**src/rtl/dtw_pkg.sv**
```systemverilog
// Shared definitions for the delay/tap word blocks.
//   DTW_WIDTH  : default data word width in bits.
//   clog2_min1 : ceil(log2(n)) clamped to a minimum of 1, used to size
//                select and count ports so they never collapse to zero bits.
package dtw_pkg;

    localparam int DTW_WIDTH = 96;

    function automatic int clog2_min1(input int n);
        int r;
        r = 0;
        for (int i = 0; i < 32; i++) begin
            if ((64'd1 << r) < 64'(n)) r = r + 1;
        end
        return (r < 1) ? 1 : r;
    endfunction

endpackage

```
**src/rtl/tap_cache_stage.sv**
```systemverilog
// One delay stage: a WIDTH-bit data register plus its valid flag.
//   clk, rst : clock, asynchronous active-high reset
//   ld       : capture d/v on the next rising edge
//   clr      : zero data and valid on the next rising edge (wins over ld)
//   d, v     : incoming data word and its valid flag
//   q, q_vld : registered data word and valid flag
module tap_cache_stage
    import dtw_pkg::*;
#(
    parameter int WIDTH = DTW_WIDTH
) (
    input  logic             clk,
    input  logic             rst,
    input  logic             ld,
    input  logic             clr,
    input  logic [WIDTH-1:0] d,
    input  logic             v,
    output logic [WIDTH-1:0] q,
    output logic             q_vld
);

    logic [WIDTH-1:0] data_q, data_d;
    logic             vld_q, vld_d;

    always_comb begin
        data_d = data_q;
        vld_d  = vld_q;
        if (clr) begin
            data_d = '0;
            vld_d  = 1'b0;
        end else if (ld) begin
            data_d = d;
            vld_d  = v;
        end
    end

    always_ff @(posedge clk or posedge rst) begin
        if (rst) begin
            data_q <= '0;
            vld_q  <= 1'b0;
        end else begin
            data_q <= data_d;
            vld_q  <= vld_d;
        end
    end

    assign q     = data_q;
    assign q_vld = vld_q;

endmodule

```
**src/rtl/tap_cache.sv**
```systemverilog
// Tapped delay line of DEPTH word stages with per-stage valid flags,
// a random-access read port and a running count of valid stages.
//   clk, rst          : clock, asynchronous active-high reset
//   ena               : global update enable (gates clear and shift alike)
//   clr               : synchronous clear of data, valid flags and count
//   in_valid, din     : incoming word; an idle cycle holds (BUBBLE=0) or
//                       shifts in an invalid zero word (BUBBLE=1)
//   taps, tap_valid   : all stages, stage 0 newest at bits [WIDTH-1:0]
//   rd_sel            : tap select; out-of-range selects read as zero/invalid
//   rd_data, rd_valid : selected tap and its valid flag (combinational)
//   count, full       : number of valid stages, count==DEPTH
//   out_valid         : valid flag of the oldest stage
module tap_cache
    import dtw_pkg::*;
#(
    parameter int WIDTH  = DTW_WIDTH,
    parameter int DEPTH  = 2,
    parameter int BUBBLE = 0
) (
    input  logic                              clk,
    input  logic                              rst,
    input  logic                              ena,
    input  logic                              clr,
    input  logic                              in_valid,
    input  logic [WIDTH-1:0]                  din,
    output logic [DEPTH*WIDTH-1:0]            taps,
    output logic [DEPTH-1:0]                  tap_valid,
    input  logic [clog2_min1(DEPTH)-1:0]      rd_sel,
    output logic [WIDTH-1:0]                  rd_data,
    output logic                              rd_valid,
    output logic [clog2_min1(DEPTH+1)-1:0]    count,
    output logic                              full,
    output logic                              out_valid
);

    localparam int CNTW = clog2_min1(DEPTH + 1);

    logic                        shift, clr_en;
    logic [DEPTH-1:0][WIDTH-1:0] stg_d, stg_q;
    logic [DEPTH-1:0]            stg_vin, stg_vq;
    logic [CNTW-1:0]             count_q, count_d;

    // clr outranks a shift; both are dead while ena is low.
    assign clr_en = ena & clr;
    assign shift  = ena & ~clr & (in_valid | (BUBBLE != 0));

    genvar k;
    for (k = 0; k < DEPTH; k++) begin : g_stage
        if (k == 0) begin : g_head
            // An idle bubble enters as an all-zero word.
            assign stg_d[k]   = in_valid ? din : '0;
            assign stg_vin[k] = in_valid;
        end else begin : g_body
            assign stg_d[k]   = stg_q[k-1];
            assign stg_vin[k] = stg_vq[k-1];
        end

        tap_cache_stage #(.WIDTH(WIDTH)) u_stage (
            .clk   (clk),
            .rst   (rst),
            .ld    (shift),
            .clr   (clr_en),
            .d     (stg_d[k]),
            .v     (stg_vin[k]),
            .q     (stg_q[k]),
            .q_vld (stg_vq[k])
        );
    end

    // Count tracks valid words entering stage 0 versus leaving the last
    // stage; the bounds checks keep it from ever wrapping.
    always_comb begin
        count_d = count_q;
        if (clr_en) begin
            count_d = '0;
        end else if (shift) begin
            if (in_valid && !stg_vq[DEPTH-1] && count_q != CNTW'(DEPTH))
                count_d = count_q + 1'b1;
            else if (!in_valid && stg_vq[DEPTH-1] && count_q != '0)
                count_d = count_q - 1'b1;
        end
    end

    always_ff @(posedge clk or posedge rst) begin
        if (rst) count_q <= '0;
        else     count_q <= count_d;
    end

    // Random-access read; a single-stage build ignores rd_sel entirely.
    logic unused_sel;
    assign unused_sel = ^rd_sel;

    always_comb begin
        rd_data  = '0;
        rd_valid = 1'b0;
        for (int i = 0; i < DEPTH; i++) begin
            if (DEPTH == 1 || int'(rd_sel) == i) begin
                rd_data  = stg_q[i];
                rd_valid = stg_vq[i];
            end
        end
    end

    assign taps      = stg_q;
    assign tap_valid = stg_vq;
    assign count     = count_q;
    assign full      = (count_q == CNTW'(DEPTH));
    assign out_valid = stg_vq[DEPTH-1];

endmodule

```
**config.mk**
```make
export PLATFORM = sky130hd
export DESIGN_NAME = tap_cache
export DESIGN_NICKNAME = d
export VERILOG_FILES = /design/src/rtl/dtw_pkg.sv /design/src/rtl/tap_cache_stage.sv /design/src/rtl/tap_cache.sv
export SDC_FILE = /design/constraint.sdc
export NUM_CORES = 1
export LEC_CHECK = 0
export BUFFER_PORTS_ARGS = -buffer_cell sky130_fd_sc_hd__buf_2
export CORE_AREA = 2 2 154 156
export DETAILED_ROUTE_END_ITERATION = 16
export DIE_AREA = 0 0 156 158
export PLACE_DENSITY = 0.66
export SLEW_MARGIN = 25
export SYNTH_ARGS = -nofsm -noshare
export SYNTH_HDL_FRONTEND = slang
export SYNTH_SLANG_ARGS = --single-unit
```
**constraint.sdc**
```tcl
create_clock -name clk -period 5.6 [get_ports clk]
set_input_delay 0.56 -clock clk [delete_from_list [all_inputs] [get_ports clk]]
set_output_delay 0.56 -clock clk [all_outputs]
set_load 0.01 [all_outputs]
```
# Word level (Yosys, flattened, before mapping)
# Cells that the tools add are included.
[word_totals]
regBits = 196
in_bits = 102
out_inout_bits = 295
wordCells = 38
[classes]
addsub = 2
n_eq_ne = 2
n_mux = 15
bitwise_logic = 4
reduce_logical = 10
[ops]
columns = ["operator", "count"]
rows = [
  ["$mux 96", 6],
  ["$mux 2", 4],
  ["$mux 1", 5],
  ["$logic_and 1x1->1", 4],
  ["$reduce_bool 2->1", 2],
  ["$and 1x1->1", 3],
  ["$reduce_bool 3->1", 1],
  ["$add 2x1->2 const B", 1],
  ["$eq 2x2->1 const B", 1],
  ["$logic_not 1->1", 2],
  ["$ne 2x2->1 const B", 1],
  ["$reduce_and 2->1", 1],
  ["$sub 2x1->2 const B", 1],
  ["$not 1->1", 1],
]

# Logic depth before layout (Yosys ltp)
# Gate-level depths: netlist (run 1).
[depth]
word_depth = 7
ltp_mapped = 5
mapped_depth_nobuf = 3

# Hierarchy
# A second synthesis (run 1) with hierarchy kept.
[hier_totals]
cells_unflattened = 857
area_unflattened_um2 = 9923.3
[by_module_without_submodules]
columns = ["mod", "n_inst", "cells_per_inst", "area_per_inst_um2", "seq_area_each_um2"]
rows = [
  ["tap_cache_stage", 2, 314, 3925.0, 2427.3],
  ["tap_cache", 1, 229, 2073.2, 50.0],
]

# Worst setup path after synthesis (run 1)
# No wires, ideal clock.
[synth_path]
path_kind = "input port to output port"
startpoint = "input port rd_sel"
endpoint = "output port rd_data[77]"
arrival_time_ns = 1.491
required_ns = 5.040
path_slack_ns = 3.549
path_stages = 4
n_path_buf = 3
cell_sequence = "buf_2 -> buf_2 -> buf_2 -> mux2_2"
[synth_between]
elab_chain_cells = 1
[synth_rtl]
columns = ["item", "line_no", "source"]
rows = [
  ["start, declared", "tap_cache.sv:28", "input logic [clog2_min1(DEPTH)-1:0] rd_sel,"],
  ["$mux 96", "tap_cache.sv:97", "if (DEPTH == 1 || int'(rd_sel) == i) begin"],
  ["end, declared", "tap_cache.sv:29", "output logic [WIDTH-1:0] rd_data,"],
]
# No other way between the ends.

# Worst setup path after layout (run 1)
[layout_path]
startpoint = "input port rd_sel"
endpoint = "output port rd_data[63]"
# The elaborated chain is that of the path after synthesis.

==> impl_metrics.py, run 1 <==
metrics = {
    "run_status": {
        "status": "finished, final reports clean",
    },
    "placed_design": {
        "dpl.hpwl_mm": 14.9,
        "portBuffers": 396,
        "place_congestion": 0.786,
    },
    "route": {
        "routed_via_density": 5.08,
        "first_pass_iters": 5,
        "wire_per_inst_um": 17.9,
        "final_antenna_net_count": 0,
        "drt_iter0_markers": 364,
        "routed_wl_mm": 22.1,
        "drc": 0,
        "vias": 6255,
    },
    "clock_tree": {
        "cts_resized": 0,
        "htreeDepth": 4,
        "cts.clk_slew.worst_paths_ps": 80,
        "root_buffer": "clkbuf_16",
        "clk_path_buf_depth": 2,
        "ctsHoldBuffers": 0,
        "cts_tree": "built",
        "cts_buffers": 17,
        "clock_latency_ps": 420,
        "post_cts_buffers": 0,
        "cts_sinks": 196,
    },
    "critical_path": {
        "path_max_fanout": 98,
        "crit_chain": "buf_6 > mux2_2 > buf_2",
        "worst_path_largest_cell_delay_ps": 560,
        "critical_path_required_ps": 5040,
        "arrival_ps": 1850,
        "slowest_stage": "buf_6",
        "critPathLaunchType": "input port",
        "worstSetupEndpointType": "primary output",
        "worstSetupPathType": "in2out",
    },
    "flow_run": {
        "max-cap-violations": 0,
    },
    "timing": {
        "finalCriticalPeriod_ps": 2410,
        "fmax_ghz": 0.414,
        "hold_slack_ps": 71.3,
        "post-route-period-util": 0.431,
        "slew_headroom": 0.385,
        "finalClockSkew_ps": 12.5,
        "final_max_slew_viol_count": 0,
        "rsz0062_at_grt": "no",
        "final-setup-viol-count": 0,
        "hold_viol": 0,
        "max_slew.worst_pin.slew_ps": 923,
        "final.setup.tns_ps": 0,
    },
    "floorplanning": {
        "core_um2": 23100,
        "start_util": 0.365,
        "fp-row-count": 56,
        "die-area_um2": 24600,
        "fp.dieW_um": 156,
        "die_y_um": 158,
        "pin_count": 397,
    },
    "synth": {
        "yosysWarnings": 0,
        "muxShareOfSynthArea": 0.129,
        "yosys-top-cells-area": "dfrtp_1 58%, mux2_2 13%, a22o_2 12%",
        "synth_fa_ha_area_frac": 0,
        "synth_compound_gate_area_share": 0.223,
        "synth_edf_count": 0,
        "yosysMostFrequentCell": "dfrtp_1",
        "netlist.area_leader.share": 0.583,
        "netlist_top_cells_count": "196 x dfrtp_1, 100 x a22o_2, 96 x mux2_2, 92 x a22o_1, 21 x buf_2",
        "ys_ff_latch": 196,
        "ys_types": 21,
        "syn-num-nets": 667,
        "syn_avg_cell_area_um2": 14.9,
        "synth_cells": 565,
        "ys_seq_area_frac": 0.583,
        "synthArstFlopShare": 1.00,
        "yosys_most_used_dff": "dfrtp_1",
        "synth_area_leader_cell": "dfrtp_1",
        "synth_top_family_by_area": "compound AO/OA/AOI/OAI gates",
        "synth-xor-area-share": 0,
        "synth-simple-area-share": 0.00714,
        "netlist_area_um2": 8410,
    },
    "layout": {
        "nets": 1032,
        "diodes": 0,
        "seq_area_um2": 4900,
        "multi_input_area_um2": 3030,
        "nFillCells": 2085,
        "area_delta_synth_final_pct": 30.5,
        "drive_above_1_share": 0.672,
    },
    "pwr": {
        "power.total_mw": 3.27,
        "vdd_drop_max_mv": 0.200,
        "powerDensity_nw_per_um2": 298,
        "power_leakage_nw": 6.21,
    },
    "min_path": {
        "hp-class": "in2async",
    },
    "global_routing": {
        "grt-ovfl-total": 0,
        "grt_start_max_net_pins": 167,
        "grt_first_pass_wirelength_mm": 32.9,
        "grt_pass1_vias": 5736,
        "track_usage": 0.169,
        "antenna_found_initial": 0,
    },
}
[cells in the final DEF (no fill, tap or decap), drive strengths merged, types with 3 or more instances in the layout]
cell type,synthesis,routed
o21ai,7,7
inv,4,7
buf,45,402
a32oi,3,3
clkinv,0,8
clkbuf,11,19
dfrtp,196,196
mux2,96,96
a22o,192,192
[layout make-up]
class,instances,area share
clock buffer,19,0.0413
clock inverter,12,0.0105
inverter,4,0.00171
multi-input combinational,309,0.276
sequential,196,0.447
tap,290,0.0331
timing repair buffer,402,0.190
[kinds of logic (layout without fill, tap and decap cells)]
kind of cell,after synthesis,count (layout)
DFF,196,196
buffers and inverters,60,437
muxes,96,96
and+or+nand+nor,9,9
AOI/OAI and AO/OA,204,204
[critical path: cells and delay by family]
family / cells / cell delay [ps]
muxes: 1 / 420
buffers and inverters: 2 / 700
[sequential cells by signal, indices dropped and copies added (netlist names)]
name and flops:
g_stage.u_stage.q 192, count 2, g_stage.u_stage.q_vld 2
[through the flow]
stage | std cells | utilization | setup WS (ps) | cell area, um2
after floorplan | 565 | - | 2510 | 8410
after global placement | 1200 | 0.450 | 3030 | 10400
after detailed placement | 1200 | 0.450 | 3250 | 10400
after CTS | 1231 | 0.474 | 3250 | 10900
after global routing | 1232 | 0.476 | 3140 | 11000
final | 1232 | 0.476 | 3190 | 11000
[layer usage]
layer	track usage	routed length (um)	share of wire
met5	0	0	0
met3	0.0348	1180	0.053
met2	0.273	10700	0.49
met4	0.0358	119	0.0054
met1	0.237	10100	0.45
[path summary, 6_finish.rpt]
path	start	to	slack, ps	depth (start not counted)
setup / recovery	rd_sel	rd_data[63]	3190	3
max in group asynchronous	rst	g_stage[1].u_stage.q[26]	4640	4
setup reg to reg	g_stage[1].u_stage.q_vld	count[1]	4460	3
min in group clk	din[75]	g_stage[0].u_stage.q[75]	360	2
hold reg to reg	g_stage[1].u_stage.q[7]	g_stage[1].u_stage.q[7]	520	1
hold / removal	rst	g_stage[0].u_stage.q[77]	70	2
[power breakdown]
group	switching, mW	total [mW]	internal [mW]
Combinational	0.254	0.501	0.246
Clock	0.559	1.17	0.609
Sequential	0.0985	1.60	1.50
Total	0.912	3.27	2.36
No activity file was read; power rests on OpenSTA's default activity.
==> run 2, diff against run 1 <==
ABC_AREA = 1   (was unset)
PLACE_DENSITY = 0.63   (was 0.66)
clock period = 2.25 ns   (was 5.6 ns; I/O delays follow)
==> run 2 against run 1 <==
Net effect: critical path depth did not move; synthesized cell count grew 72%; worst hold slack lost 55 ps; global-route usage rose by 4.1 points; critical endpoint is now rd_data[7]; highest routed layer unchanged.
==> impl_metrics.py, run 2 <==
metrics = {
    "run_status": {
        "status": "finished, final reports clean",
    },
    "route": {
        "drt_iter0_markers": 468,
        "first_pass_iters": 5,
        "final_antenna_net_count": 0,
        "routed_via_density": 4.76,
        "vias": 7919,
        "routed_wl_mm": 26.5,
        "wire_per_inst_um": 15.9,
        "drc": 0,
    },
    "layout": {
        "nFillCells": 2277,
        "area_delta_synth_final_pct": 36.6,
        "largest_reg_flops": 192,
        "diodes": 0,
        "nets": 1465,
        "final_area_um2": 11500,
        "layout_common_cells": "395 x buf_2, 303 x nand2_1, 248 x o21ai_0",
        "finalCoreUtilization": 0.498,
        "drive_above_1_share": 0.343,
        "final_common_cell": "buf_2",
        "fin_cells": 1665,
    },
    "synth": {
        "ys_ff_latch": 196,
        "yosys-top-cells-area": "dfrtp_1 58%, o21ai_0 15%, nand2_1 14%",
        "ys_types": 17,
        "netlist.area_leader.share": 0.584,
        "yosys_most_used_dff": "dfrtp_1",
        "yosysWarnings": 0,
        "netlist_area_um2": 8400,
        "yosysMostFrequentCell": "nand2_1",
        "synthArstFlopShare": 1.00,
        "syn_avg_cell_area_um2": 8.64,
        "netlist_top_cells_count": "304 x nand2_1, 248 x o21ai_0, 196 x dfrtp_1, 104 x inv_1, 30 x o21ai_2",
        "ys_seq_area_frac": 0.584,
        "syn-num-nets": 1075,
        "synth_edf_count": 0,
        "synth_area_leader_cell": "dfrtp_1",
        "synth_cells": 973,
    },
    "critical_path": {
        "critPathTopFamily": "flip-flops",
        "crit_chain": "inv_1 > o21ai_0 > buf_2",
        "critPathLaunchType": "flop",
        "worstSetupPathType": "reg2out",
        "path_max_fanout": 3,
        "arrival_ps": 1280,
        "slowest_stage": "dfrtp_1",
        "worstSetupEndpointType": "primary output",
        "cp_num_buf_inv": 2,
        "critical_path_required_ps": 2030,
        "worst_path_largest_cell_delay_ps": 350,
    },
    "pwr": {
        "powerDensity_nw_per_um2": 713,
        "vdd_drop_max_mv": 0.412,
        "power_leakage_nw": 6.09,
        "power.total_mw": 8.18,
    },
    "placed_design": {
        "place_congestion": 0.842,
        "portBuffers": 396,
        "dpl.hpwl_mm": 18.3,
        "place_inst": 1605,
        "placed_area_um2": 10600,
    },
    "clock_tree": {
        "clock_latency_ps": 420,
        "clk_path_buf_depth": 2,
        "root_buffer": "clkbuf_16",
        "cts.clk_slew.worst_paths_ps": 80,
        "cts_sinks": 196,
        "post_cts_buffers": 0,
        "cts_resized": 0,
        "cts_tree": "built",
        "htreeDepth": 4,
        "cts_buffers": 17,
    },
    "min_path": {
        "hp-class": "in2reg",
    },
    "floorplanning": {
        "pin_count": 397,
        "die-area_um2": 24600,
        "die_y_um": 158,
        "core_um2": 23100,
        "fp-row-count": 56,
        "start_util": 0.365,
        "fp.dieW_um": 156,
    },
    "timing": {
        "max_slew.worst_pin.slew_ps": 663,
        "finalClockSkew_ps": 9.67,
        "finalCriticalPeriod_ps": 1500,
        "final_max_slew_viol_count": 0,
        "slew_headroom": 0.558,
        "final.setup.tns_ps": 0,
        "rsz0062_at_grt": "no",
        "fmax_ghz": 0.665,
        "hold_viol": 0,
        "final-setup-viol-count": 0,
        "post-route-period-util": 0.669,
    },
    "global_routing": {
        "grt-ovfl-total": 0,
        "grt_first_pass_wirelength_mm": 40.5,
        "grt_start_max_net_pins": 126,
        "track_usage": 0.210,
        "antenna_found_initial": 0,
        "grt_pass1_vias": 7346,
    },
    "flow_run": {
        "max-cap-violations": 0,
    },
}
## run 2: per-stage QoR
stage          worst slack [ps]  hold slack, ps
4_1_cts                     715           0.220
3_3_place_gp                737             399
2_1_floorplan              -507             346
6_report                    746            16.3
3_5_place_dp                731             402
5_1_grt                     678            1.12
## run 2: final cells by class
cell class | count | area [um2] | share of cell area
Clock inverter | 12 | 115 | 0.0100
Clock buffer | 19 | 453 | 0.0395
Inverter | 106 | 405 | 0.0353
Timing Repair Buffer | 435 | 2460 | 0.215
Sequential cell | 196 | 4900 | 0.427
Tap cell | 290 | 363 | 0.0316
Multi-Input combinational cell | 607 | 2780 | 0.242
## run 2: path summary, 6_finish.rpt
check	from	to	slack [ps]	cells past startpoint
setup reg to reg	g_stage[1].u_stage.q_vld	count[1]	1160	7
max in group asynchronous	rst	count[1]	1150	4
setup / recovery	g_stage[0].u_stage.q[7]	rd_data[7]	750	3
min in group asynchronous	rst	g_stage[0].u_stage.q[1]	490	4
hold / removal	din[38]	g_stage[0].u_stage.q[38]	20	3
hold reg to reg	g_stage[1].u_stage.q[83]	g_stage[1].u_stage.q[83]	510	2
## run 2: metal layers
metal / track usage / routed length, um
met2: 0.343 / 12600
met5: 0 / 0
met1: 0.279 / 11500
met3: 0.0495 / 1790
met4: 0.0673 / 611
## run 2: logic make-up after synthesis
kind of cell | synth area share
simple gates | 0.142
buf+inv | 0.0870
compound gates | 0.187
flops | 0.584
## run 2: power by group
group          switching, mW  total (mW)  leakage, nW  internal, mW
registers              0.148        3.88         2.67          3.73
logic                  0.859        1.35         3.15         0.488
clock network           1.44        2.96        0.281          1.52
## run 2: worst register-to-register path, cell delays in order (launching register included)
cell     delay [ps]
dfrtp_1         430
inv_1            90
nor2_1           90
nand2_1          50
nand3_1         100
nand2_1          80
nand2_1          70
nand2_1          50
## run 2: repair_timing
action | in CTS | in global routing
hold buffers | 26 | 3
endpoints found under the setup margin | 0 | 0
hold endpoints to repair | 96 | 3
